==> src/rtl/ahb_lite_master.sv <==
// ---------------------------------------------------------------------------
// ahb_lite_master
//
// Command-driven AHB-Lite initiator. Single read/write commands from a local
// requester are turned into SINGLE/NONSEQ AHB-Lite transfers. The address
// phase of the next command overlaps the data phase of the current one, so
// back-to-back commands complete at one transfer per cycle when HREADY is high.
// Wait states freeze both phases. On a two-cycle ERROR response any pending
// address phase is withdrawn (HTRANS=IDLE) and reissued once the error ends.
//
// Ports
//   HCLK, HRESET           clock, asynchronous active-high reset
//   cmd_valid/cmd_ready    command handshake (accepted when both high)
//   cmd_write/size/addr/wdata  command payload, sampled only on acceptance
//   rsp_valid              one-cycle pulse per completed data phase
//   rsp_write/error/rdata  completion info; rdata is HRDATA passthrough
//   HADDR..HWDATA          AHB-Lite master outputs
//   HRDATA, HREADY, HRESP  AHB-Lite slave-mux inputs
// ---------------------------------------------------------------------------
module ahb_lite_master #(
    parameter logic [3:0] HPROT_VALUE = 4'b0011
) (
    input  logic        HCLK,
    input  logic        HRESET,

    input  logic        cmd_valid,
    output logic        cmd_ready,
    input  logic        cmd_write,
    input  logic [2:0]  cmd_size,
    input  logic [31:0] cmd_addr,
    input  logic [31:0] cmd_wdata,

    output logic        rsp_valid,
    output logic        rsp_write,
    output logic        rsp_error,
    output logic [31:0] rsp_rdata,

    output logic [31:0] HADDR,
    output logic [1:0]  HTRANS,
    output logic        HWRITE,
    output logic [2:0]  HSIZE,
    output logic [2:0]  HBURST,
    output logic [3:0]  HPROT,
    output logic        HMASTLOCK,
    output logic [31:0] HWDATA,
    input  logic [31:0] HRDATA,
    input  logic        HREADY,
    input  logic        HRESP
);

    localparam logic [1:0] TRANS_IDLE   = 2'b00;
    localparam logic [1:0] TRANS_NONSEQ = 2'b10;

    // Address-phase registers
    logic        a_valid_q, a_valid_d;
    logic [31:0] a_addr_q,  a_addr_d;
    logic        a_write_q, a_write_d;
    logic [2:0]  a_size_q,  a_size_d;
    logic [31:0] a_wdata_q, a_wdata_d;

    // Data-phase registers
    logic        d_valid_q, d_valid_d;
    logic        d_write_q, d_write_d;
    logic [31:0] d_wdata_q, d_wdata_d;

    // Set during the second cycle of an ERROR response: the first error cycle
    // was seen on the previous edge, so the pending address phase must stay
    // withdrawn for this cycle too.
    logic        err_q, err_d;

    logic        err_hold;
    logic        issue;
    logic        addr_done;
    logic        accept;

    // First cycle of an ERROR response (HRESP high, HREADY still low).
    assign err_hold  = d_valid_q && HRESP && !HREADY;
    assign issue     = a_valid_q && !err_hold && !err_q;
    assign addr_done = issue && HREADY;
    assign cmd_ready = !a_valid_q || addr_done;
    assign accept    = cmd_valid && cmd_ready;

    assign HTRANS    = issue ? TRANS_NONSEQ : TRANS_IDLE;
    assign HADDR     = a_addr_q;
    assign HWRITE    = a_write_q;
    assign HSIZE     = a_size_q;
    assign HWDATA    = d_wdata_q;
    assign HBURST    = 3'b000;
    assign HPROT     = HPROT_VALUE;
    assign HMASTLOCK = 1'b0;

    assign rsp_valid = d_valid_q && HREADY;
    assign rsp_write = d_write_q;
    assign rsp_error = HRESP;
    assign rsp_rdata = HRDATA;

    always_comb begin
        a_valid_d = a_valid_q;
        a_addr_d  = a_addr_q;
        a_write_d = a_write_q;
        a_size_d  = a_size_q;
        a_wdata_d = a_wdata_q;
        d_valid_d = d_valid_q;
        d_write_d = d_write_q;
        d_wdata_d = d_wdata_q;
        err_d     = err_hold;

        // Address phase moves into the data phase; otherwise a completing
        // data phase empties the data-phase slot.
        if (addr_done) begin
            d_valid_d = 1'b1;
            d_write_d = a_write_q;
            d_wdata_d = a_wdata_q;
        end else if (HREADY) begin
            d_valid_d = 1'b0;
        end

        // A newly accepted command takes the address slot; if the slot just
        // drained with nothing behind it, it goes empty.
        if (accept) begin
            a_valid_d = 1'b1;
            a_addr_d  = cmd_addr;
            a_write_d = cmd_write;
            a_size_d  = cmd_size;
            a_wdata_d = cmd_wdata;
        end else if (addr_done) begin
            a_valid_d = 1'b0;
        end
    end

    always_ff @(posedge HCLK or posedge HRESET) begin
        if (HRESET) begin
            a_valid_q <= 1'b0;
            a_addr_q  <= '0;
            a_write_q <= 1'b0;
            a_size_q  <= '0;
            a_wdata_q <= '0;
            d_valid_q <= 1'b0;
            d_write_q <= 1'b0;
            d_wdata_q <= '0;
            err_q     <= 1'b0;
        end else begin
            a_valid_q <= a_valid_d;
            a_addr_q  <= a_addr_d;
            a_write_q <= a_write_d;
            a_size_q  <= a_size_d;
            a_wdata_q <= a_wdata_d;
            d_valid_q <= d_valid_d;
            d_write_q <= d_write_d;
            d_wdata_q <= d_wdata_d;
            err_q     <= err_d;
        end
    end

endmodule

==> config.mk <==
export PLATFORM = sky130hd
export DESIGN_NAME = ahb_lite_master
export DESIGN_NICKNAME = d
export VERILOG_FILES = /design/src/rtl/ahb_lite_master.sv
export SDC_FILE = /design/constraint.sdc
export NUM_CORES = 1
export LEC_CHECK = 0
export ABC_AREA = 1
export CAP_MARGIN = 20
export CORE_MARGIN = 2
export CORE_UTILIZATION = 40
export DETAILED_ROUTE_END_ITERATION = 12
export HOLD_SLACK_MARGIN = 0.03
export MAX_ROUTING_LAYER = met4
export PLACE_DENSITY_LB_ADDON = 0.05
export SLEW_MARGIN = 40
export SYNTH_ARGS = -nofsm -noshare
export SYNTH_HDL_FRONTEND = slang
export SYNTH_SLANG_ARGS = --single-unit
==> constraint.sdc <==
create_clock -name HCLK -period 4.15 [get_ports HCLK]
set_input_delay 0.6225 -clock HCLK [delete_from_list [all_inputs] [get_ports HCLK]]
set_output_delay 0.6225 -clock HCLK [all_outputs]
set_load 0.005 [all_outputs]
==> results.txt <==
hold-fix buffer count after cts -> 0
clk sinks -> 104
kind of critical path -> in -> out
Die X -> 109 µm
DRC -> 0
Max Root-Sink Buffers -> 2
die area -> 11800 µm²
share of cells above drive strength 1 -> 3.86%
Congestion Overflow GR -> 0
crit path launch type -> primary input
Cell Int Power -> 1.91 mW
register share of total power -> 50.2%
Final #Nets -> 696
num ports -> 219
Setup WS post-layout -> 1.50 ns
status -> finished clean
drt initial violations -> 191
largest net degree at the start of global routing -> 70
Peak supply drop -> 0.204 mV
arrival time worst endpoint -> 2.02 ns
detailed placement HPWL -> 6390 µm
CTS tree -> built
combinational share of power -> 26.5%
sequential-to-total area share from yosys stat -> 59.3%
Clock transition at path regs -> 0.10 ns
maxcap violations -> 0
drt first pass iters -> 4
initial antenna violation count -> 1
Die H -> 109 µm
clock buffer count from CTS -> 9
core area -> 10800 µm²
Layout Skew -> 0.0160 ns
Post-CTS Setup Inserts -> 0
routed vias/inst -> 4.59
starting density of the core -> 40.7%
IO buf count -> 145
H-tree depth -> 3
Rows -> 38
power per cell area -> 454 nW/µm²
crit path max fanout -> 4
drt wl/cell -> 13.6 µm
# resized after CTS -> 0
distinct cell type count after synthesis -> 14
final hold slack -> 0.477 ns
vias in the first global route -> 3231
gr usage total -> 18.2%
FMAX -> 378 MHz
Pwr Total -> 2.65 mW
synthesized area -> 4390 µm²
worst slew pin tran -> 0.748 ns
RSZ-0062 raised after global routing -> no
fin. max-slew vios -> 0
Hold Crit Class -> reg -> reg
worst skew pair latency -> 0.36 ns
gate count of the mapped netlist -> 496
Clk pwr share -> 23.3%
Detail Route Antenna Nets -> 0
worst reg-to-reg setup slack -> 2.38 ns
P_sw -> 0.742 mW
Final GP Congestion -> 0.762
Final Core Density -> 54.2%
Setup TNS -> 0 ns
switching share of power -> 28.0%
critical path capture point type -> primary output
fin crit period -> 2.65 ns
flops & latches, synth -> 104
Final setup viols -> 0
P_leak -> 2.87 nW
required time of the critical path -> 3.53 ns
routed via count -> 3383
post-place setup slack -> 1.50 ns
Synthesis Warnings -> 0
final hold vios -> 0
crit share post-route -> 63.8%
Area growth syn-to-layout -> 33.2%
average size of a mapped cell -> 8.85 µm²
clock root buffer -> clkbuf_8
slew margin rel. -> 50.1%
first-pass GRT wire length -> 16200 µm
final wirelength -> 10100 µm
## per-stage QoR
stage,cells,instance area [µm²]
floorplan,503,4410
finish,737,5840
CTS,736,5840
global placement,720,5640
detailed placement,720,5650
global route,737,5840
## power groups by stage
stage	Combinational [mW]	Sequential, mW	Clock, mW
floorplan	0.289	1.35	0
global placement	0.707	1.34	0
detailed placement	0.718	1.35	0
CTS	0.720	1.33	0.635
global route	0.790	1.36	0.681
finish	0.703	1.33	0.617
## cell usage in the layout, fill, tap and decap left out
cell             synthesis  final
nand2_1                175    175
clkdlybuf4s50_1          0    144
dfrtp_1                104    104
nand3_1                 69     68
inv_1                   36     35
o21ai_0                 33     33
conb_1                   2      9
clkbuf_8                 0      9
clkbuf_1                20      3
buf_4                   43      3
nor2_1                   2      2
clkinv_4                 0      2
diode_2                  0      1
nand3_4                  0      1
inv_2                    1      1
o21ai_4                  1      1
nand2_2                  1      1
inv_4                    0      1
bufinv_16                0      1
clkinvlp_4               0      1
buf_2                    8      1
buf_12                   0      1
## routing by layer
layer / wire, µm / GRT usage (%) / vias up
met4: 173 / 6.78 / 0
li1: - / - / 1673
met5: 0 / - / -
met3: 738 / 4.54 / 16
met2: 4520 / 26.7 / 144
met1: 4620 / 24.5 / 1550
## sequential cells by signal, summed over array words and instances, names as in the netlist
signal,flops
HADDR,32
HWDATA,32
a_wdata_q,32
HSIZE,3
HWRITE,1
a_valid_q,1
d_valid_q,1
err_q,1
rsp_write,1
## logic make-up after synthesis
family          Yosys count  share of synthesized area [%]
flops                   104                           59.3
simple gates            247                           23.2
compound gates           34                           4.13
buf+inv                 109                           13.2
other cells               2                          0.171
## critical path, cell delays in order
cell,delay (ns)
clkdlybuf4s50_1,0.59
inv_2,0.08
o21ai_4,0.17
clkdlybuf4s50_1,0.56
## cells in the mapped netlist
cell type | number | share of area, %
buf_2 | 8 | 0.91
nor2_1 | 2 | 0.17
conb_1 | 2 | 0.17
o21ai_0 | 33 | 3.8
inv_2 | 1 | 0.085
nand3_1 | 69 | 7.9
nand2_1 | 175 | 15
dfrtp_1 | 104 | 59
inv_1 | 36 | 3.1
clkbuf_1 | 20 | 1.7
buf_4 | 43 | 7.4
nand2_2 | 1 | 0.14
o21ai_4 | 1 | 0.37
buf_1 | 1 | 0.085
## final cells by class
type / instances / area, µm²
clock buffer: 12 / 135
sequential: 104 / 2600
antenna: 1 / 2.50
fill: 1012 / 4950
multi-input combinational: 290 / 1240
clock inverter: 4 / 55.1
tap: 140 / 175
inverter: 37 / 141
timing repair buffer: 149 / 1490
## worst paths after layout
| kind | endpoint | depth (start not counted) | from |
|---|---|---|---|
| max in group asynchronous | a_wdata_q[31] | 3 | HRESET |
| min | a_wdata_q[21] | 2 | a_wdata_q[21] |
| min reg2reg | a_wdata_q[21] | 2 | a_wdata_q[21] |
| max | cmd_ready | 4 | HREADY |
| max reg2reg | a_wdata_q[16] | 5 | a_valid_q |
| min in group asynchronous | HADDR[22] | 2 | HRESET |
Power figures use the tool's default switching activity.
